[src/rtl/controller_pkg.sv]
// Shared types and opcode constants for the multi-cycle controller.
package controller_pkg;

  localparam int unsigned OPCODE_W = 6;
  localparam int unsigned ALU_OP_W = 3;

  typedef enum logic [2:0] {
    S_FETCH,
    S_DECODE,
    S_EXEC,
    S_MEM,
    S_WB,
    S_HALT
  } state_t;

  // Class prefixes and full opcodes
  localparam logic [1:0] CLS_RTYPE = 2'b00;
  localparam logic [1:0] CLS_ITYPE = 2'b01;
  localparam logic [2:0] CLS_LW    = 3'b100;
  localparam logic [2:0] CLS_SW    = 3'b101;
  localparam logic [3:0] CLS_SHIFT = 4'b1100;

  localparam logic [OPCODE_W-1:0] OP_JMP  = 6'b110100;
  localparam logic [OPCODE_W-1:0] OP_BZ   = 6'b110101;
  localparam logic [OPCODE_W-1:0] OP_BNZ  = 6'b110110;
  localparam logic [OPCODE_W-1:0] OP_BC   = 6'b110111;
  localparam logic [OPCODE_W-1:0] OP_BNC  = 6'b111000;
  localparam logic [OPCODE_W-1:0] OP_HALT = 6'b111111;

  localparam logic [1:0] BR_Z  = 2'd0;
  localparam logic [1:0] BR_NZ = 2'd1;
  localparam logic [1:0] BR_C  = 2'd2;
  localparam logic [1:0] BR_NC = 2'd3;

  localparam logic [ALU_OP_W-1:0] ALU_ADD = 3'b000;

  typedef struct packed {
    logic       is_rtype;
    logic       is_itype;
    logic       is_lw;
    logic       is_sw;
    logic       is_shift;
    logic       is_jmp;
    logic       is_branch;
    logic [1:0] br_cond;
    logic       is_halt;
  } op_class_t;

endpackage

[src/rtl/opcode_decoder.sv]
// Combinational opcode -> instruction-class decode.
module opcode_decoder
  import controller_pkg::*;
(
  input  logic [OPCODE_W-1:0] opcode,
  output op_class_t           cls
);

  always_comb begin
    cls          = '0;
    cls.is_rtype = (opcode[5:4] == CLS_RTYPE);
    cls.is_itype = (opcode[5:4] == CLS_ITYPE);
    cls.is_lw    = (opcode[5:3] == CLS_LW);
    cls.is_sw    = (opcode[5:3] == CLS_SW);
    cls.is_shift = (opcode[5:2] == CLS_SHIFT);
    case (opcode)
      OP_JMP:  cls.is_jmp = 1'b1;
      OP_BZ:   begin cls.is_branch = 1'b1; cls.br_cond = BR_Z;  end
      OP_BNZ:  begin cls.is_branch = 1'b1; cls.br_cond = BR_NZ; end
      OP_BC:   begin cls.is_branch = 1'b1; cls.br_cond = BR_C;  end
      OP_BNC:  begin cls.is_branch = 1'b1; cls.br_cond = BR_NC; end
      OP_HALT: cls.is_halt = 1'b1;
      default: ;
    endcase
  end

endmodule

[src/rtl/multicycle_controller.sv]
// Multi-cycle sequencer: FETCH/DECODE/EXEC/MEM/WB/HALT with memory wait
// states and architectural Z/C flags for conditional branches.
module multicycle_controller
  import controller_pkg::*;
(
  input  logic                clk,
  input  logic                rst,
  input  logic [OPCODE_W-1:0] opcode,
  input  logic                alu_zero,
  input  logic                alu_cout,
  input  logic                shift_c,
  input  logic                imem_ready,
  input  logic                dmem_ack,
  output logic                ir_write,
  output logic                pc_write,
  output logic                sel_pc_plus1,
  output logic                sel_pc_const,
  output logic                sel_pc_offset,
  output logic [ALU_OP_W-1:0] alu_op,
  output logic                sel_alusrc_const,
  output logic                mem_read,
  output logic                mem_write,
  output logic                sel_rf_in_alu,
  output logic                sel_rf_in_mem,
  output logic                sel_rf_in_shift,
  output logic                rf_write_en,
  output logic                sel_rf_dst_r2,
  output logic                sel_rf_read2_rd,
  output logic                flag_z,
  output logic                flag_c,
  output logic                halted
);

  op_class_t cls;
  state_t    state_q, state_d;
  logic      is_alu;
  logic      br_taken;
  logic      flag_upd;

  opcode_decoder u_opcode_decoder (
    .opcode (opcode),
    .cls    (cls)
  );

  assign is_alu = cls.is_rtype | cls.is_itype;

  // Branch conditions look only at the architectural flags
  always_comb begin
    br_taken = 1'b0;
    case (cls.br_cond)
      BR_Z:    br_taken = flag_z;
      BR_NZ:   br_taken = ~flag_z;
      BR_C:    br_taken = flag_c;
      BR_NC:   br_taken = ~flag_c;
      default: br_taken = 1'b0;
    endcase
  end

  always_ff @(posedge clk or negedge rst) begin
    if (!rst) state_q <= S_FETCH;
    else      state_q <= state_d;
  end

  // Flags are written on the WB edge of ALU/SHIFT instructions only
  always_ff @(posedge clk or negedge rst) begin
    if (!rst) begin
      flag_z <= 1'b0;
      flag_c <= 1'b0;
    end else if (flag_upd) begin
      flag_z <= alu_zero;
      flag_c <= cls.is_shift ? shift_c : alu_cout;
    end
  end

  // Next-state and datapath controls
  always_comb begin
    state_d          = state_q;
    ir_write         = 1'b0;
    pc_write         = 1'b0;
    sel_pc_plus1     = 1'b0;
    sel_pc_const     = 1'b0;
    sel_pc_offset    = 1'b0;
    alu_op           = opcode[3:1];
    sel_alusrc_const = 1'b0;
    mem_read         = 1'b0;
    mem_write        = 1'b0;
    sel_rf_in_alu    = 1'b0;
    sel_rf_in_mem    = 1'b0;
    sel_rf_in_shift  = 1'b0;
    rf_write_en      = 1'b0;
    sel_rf_dst_r2    = 1'b0;
    sel_rf_read2_rd  = 1'b0;
    halted           = 1'b0;
    flag_upd         = 1'b0;

    case (state_q)
      S_FETCH: begin
        if (imem_ready) begin
          ir_write = 1'b1;
          state_d  = S_DECODE;
        end
      end

      S_DECODE: state_d = cls.is_halt ? S_HALT : S_EXEC;

      S_EXEC: begin
        if (is_alu || cls.is_shift) begin
          sel_alusrc_const = cls.is_itype;
          state_d          = S_WB;
        end else if (cls.is_lw || cls.is_sw) begin
          alu_op           = ALU_ADD;
          sel_alusrc_const = 1'b1;
          state_d          = S_MEM;
        end else begin
          pc_write = 1'b1;
          state_d  = S_FETCH;
          if (cls.is_jmp)                     sel_pc_const  = 1'b1;
          else if (cls.is_branch && br_taken) sel_pc_offset = 1'b1;
          else                                sel_pc_plus1  = 1'b1;
        end
      end

      // Address stays on the ALU for the whole access
      S_MEM: begin
        alu_op           = ALU_ADD;
        sel_alusrc_const = 1'b1;
        if (cls.is_lw) begin
          mem_read = 1'b1;
          if (dmem_ack) state_d = S_WB;
        end else if (cls.is_sw) begin
          mem_write       = 1'b1;
          sel_rf_read2_rd = 1'b1;
          if (dmem_ack) begin
            pc_write     = 1'b1;
            sel_pc_plus1 = 1'b1;
            state_d      = S_FETCH;
          end
        end else begin
          pc_write     = 1'b1;
          sel_pc_plus1 = 1'b1;
          state_d      = S_FETCH;
        end
      end

      S_WB: begin
        rf_write_en      = 1'b1;
        pc_write         = 1'b1;
        sel_pc_plus1     = 1'b1;
        sel_alusrc_const = cls.is_itype;
        sel_rf_dst_r2    = cls.is_itype | cls.is_lw;
        flag_upd         = is_alu | cls.is_shift;
        if (cls.is_lw)         sel_rf_in_mem   = 1'b1;
        else if (cls.is_shift) sel_rf_in_shift = 1'b1;
        else                   sel_rf_in_alu   = 1'b1;
        state_d = S_FETCH;
      end

      S_HALT: halted = 1'b1;

      default: state_d = S_FETCH;
    endcase
  end

endmodule

[config.mk]
export PLATFORM = sky130hd
export DESIGN_NAME = multicycle_controller
export DESIGN_NICKNAME = d
export VERILOG_FILES = /design/src/rtl/controller_pkg.sv /design/src/rtl/opcode_decoder.sv /design/src/rtl/multicycle_controller.sv
export SDC_FILE = /design/constraint.sdc
export NUM_CORES = 1
export LEC_CHECK = 0
export ABC_AREA = 0
export CAP_MARGIN = 0
export CORE_MARGIN = 5
export CORE_UTILIZATION = 38
export DETAILED_ROUTE_END_ITERATION = 8
export GPL_TIMING_DRIVEN = 0
export PLACE_DENSITY = 0.83
export SLEW_MARGIN = 10
export SYNTH_ARGS = -nofsm -noshare
export SYNTH_HDL_FRONTEND = slang
export SYNTH_SLANG_ARGS = --single-unit
[constraint.sdc]
create_clock -name clk -period 3.2 [get_ports clk]
set_clock_uncertainty 0.05 [all_clocks]
set_input_delay 0.48 -clock clk [delete_from_list [all_inputs] [get_ports clk]]
set_output_delay 0.48 -clock clk [all_outputs]
set_load 0.01 [all_outputs]
==> metrics.md <==
| Metric | Value |
|---|---|
| Number of I/O pins | 33 |
| CTS Root Cell | clkbuf_4 |
| Per-cell routed wire length | 12.5 microns |
| FF+latch area | 125 sq um |
| Dpl ws | 0.163 ns |
| Period utilisation layout | 0.955 |
| Die width | 47.1 microns |
| PortBufs | 32 |
| Number of synthesized flops with an enable pin | 0 |
| Worst Path Buf+Inv | 3 |
| Commonest cells post-synth | nand2_1, nor2_1, o21ai_0 |
| Router iterations before antenna repair | 4 |
| # diodes | 0 |
| CP max stage delay | 0.54 ns |
| Final setup fails | 0 |
| Switching pwr | 180 uW |
| CTS Hold Bufs | 0 |
| Worst-margin pin slew | 0.408 ns |
| Area of the multi-input gates | 365 sq um |
| Fraction of layout cells with a size suffix above 1 | 0.0901 |
| Post-Syn Area | 524 sq um |
| Starting density of the core | 0.403 |
| Most frequent CP cell | clkdlybuf4s50_1 |
| Switch share | 0.377 |
| Cell variety after synth | 30 |
| Cells after synthesis | 75 |
| CTS tree | yes |
| Critical Path Source Type | primary input |
| Post-Syn Nets | 88 |
| Clk slew on worst S/H paths | 0.04 ns |
| Worst-Skew Late Latency | 0.23 ns |
| RSZ-0062 raised after global routing | false |
| Final instance area | 890 sq um |
| Status | finished clean |
| Max FO, Critical Path | 10 |
| Post-layout util | 0.684 |
| Most common cell in the synthesized netlist | nand2_1 |
| Overall Global Routing Usage | 0.161 |
| Vias | 667 |
| Final WL | 1.57 mm |
| CTS Buffer Depth | 2 |
| CP max-delay cell | clkdlybuf4s50_1 |
| Synth area leader | dfrtp_1 |
| Cts repair resizes | 0 |
| FP Rows | 13 |
| Post-CTS Setup Inserts | 0 |
| Crit path kind | primary input to output pin |
| Die area | 2220 sq um |
| Comb pwr share | 0.596 |
| Max Freq | 0.327 GHz |
| Final Hold Viols | 0 |
| TritonCTS Buffers | 3 |
| Leakage | 0.362 nW |
| Top-area cell type share of the netlist area | 0.239 |
| Max Slew Vio Count | 0 |
| Top_reg_cell synth | dfrtp_1 |
| Antenna violations before repair | 0 |
| Worst Slack Setup Final | 0.145 ns |
| Top delay family on crit path | buffers and inverters |
| Layout area overhead | 69.7% |
| Antenna Violating Nets Remaining | 0 |
| Post-route minimum period | 3.05 ns |
| Ys async rst share | 1.00 |
| Starting DRC count in detailed routing | 21 |
| Final hold slack | 0.410 ns |
| Worst EP required | 2.67 ns |
| Pint | 296 uW |
| Hold Path Class | primary input to async pin |
| Mean Syn Cell Area | 6.99 sq um |
| Via density | 5.29 |
| Sink Count | 5 |
| Largest net degree at the start of global routing | 11 |
| Core ar. | 1300 sq um |
| Critical Path, Cell by Cell | clkdlybuf4s50_1 > clkbuf_1 > nand2_1 > o41ai_1 > nor2b_1 > clkdlybuf4s50_1 |
| Crit path arrival time | 2.52 ns |
| Clock power share | 0.146 |
| Grt ovf | 0 |
| Sequential group share of total power | 0.259 |
| Hpwl dp | 1.34 mm |
| # H-tree levels | 1 |
| TNS Setup | 0 ns |
| Top post-synthesis cells by area | dfrtp_1, nand2_1, o21ai_0 |
| DP Area | 863 sq um |
| Pwr Density | 535 nW/um^2 |
| Nets | 125 |
| Synth Register Bits | 5 |
| First-pass GRT wire length | 2.55 mm |
| DRC | 0 |
| Slew Limit Headroom | 0.725 |
| Die Y | 47.1 microns |
| MaxCap Viol Count | 0 |
| Vias in the first global route | 602 |
| Crit. End Element | output pin |
| IR drop worst, VDD | 0.371 mV |
| Seq/Total Area, Yosys | 0.239 |
| RePlAce Congestion | 0.778 |
| Fill count | 120 |
| Syn. warnings | 0 |
[cells in the final DEF (no fill, tap or decap), types with 3 or more instances in the layout]
cell and n:
clkbuf_4 3, nor3_1 3, inv_1 3, and2_1 3, nand2b_1 3, o21ai_0 6
a21oi_1 5, nor2_1 6, clkdlybuf4s50_1 32, nor2b_1 3, dfrtp_1 5, nand2_1 13
[state kept, by name, summed over array words and instances, names as in the netlist]
signal and count:
flag_c 1, flag_z 1, state_q 3
[stage by stage]
stage	cells	total power, mW
floorplan	75	0.260
global placement	122	0.405
detailed placement	122	0.410
CTS	126	0.482
global route	126	0.521
finish	126	0.476
[path summary, 6_finish.rpt]
check	start	end	slack, ns	cells past startpoint
worst min register to register	state_q[2]$_DFFE_PN0P_	state_q[1]$_DFFE_PN0P_	0.47	1
worst max register to register	state_q[0]$_DFFE_PN0P_	flag_z$_DFFE_PN0P_	1.57	4
min in group clk	state_q[2]$_DFFE_PN0P_	state_q[1]$_DFFE_PN0P_	0.47	1
worst min-delay path	rst	state_q[0]$_DFFE_PN0P_	0.41	1
worst max-delay path	opcode[5]	sel_pc_offset	0.15	6
max in group asynchronous	rst	flag_z$_DFFE_PN0P_	2.51	1
[routing by layer]
metal  GRT usage  wire length [microns]  up-vias
met4      0.0331                      0        0
li1            -                      -      338
met5           0                      0        -
met1       0.194                    636      303
met2       0.293                    818       26
met3      0.0345                    115        0
[power by group through the flow]
| stage | Sequential, mW | Combinational, mW | Clock (mW) |
|---|---|---|---|
| floorplan | 0.120 | 0.141 | 0 |
| global placement | 0.123 | 0.282 | 0 |
| detailed placement | 0.124 | 0.286 | 0 |
| CTS | 0.123 | 0.287 | 0.0713 |
| global route | 0.129 | 0.313 | 0.0791 |
| finish | 0.123 | 0.283 | 0.0693 |
[logic make-up after synthesis]
logic type             Yosys count  share of synthesized area
muxes                            2                     0.0430
and+or+nand+nor                 43                      0.442
buffers and inverters            6                     0.0644
AOI/OAI and AO/OA               19                      0.212
DFF                              5                      0.239
[final cells by class]
| cell class | instances | share of cell area |
|---|---|---|
| multi-input cells | 64 | 0.411 |
| repair buffers | 32 | 0.360 |
| flip-flops and latches | 5 | 0.141 |
| clock buffers | 4 | 0.0295 |
| plain buffers | 3 | 0.0253 |
| well taps | 15 | 0.0211 |
| inverters | 3 | 0.0127 |
[worst reg2reg max path, stage by stage (launching register included)]
cell,delay [ns]
dfrtp_1,0.44
or3b_1,0.41
buf_6,0.15
a21oi_1,0.12
mux2_2,0.34
(Power assumes the default switching activity.)
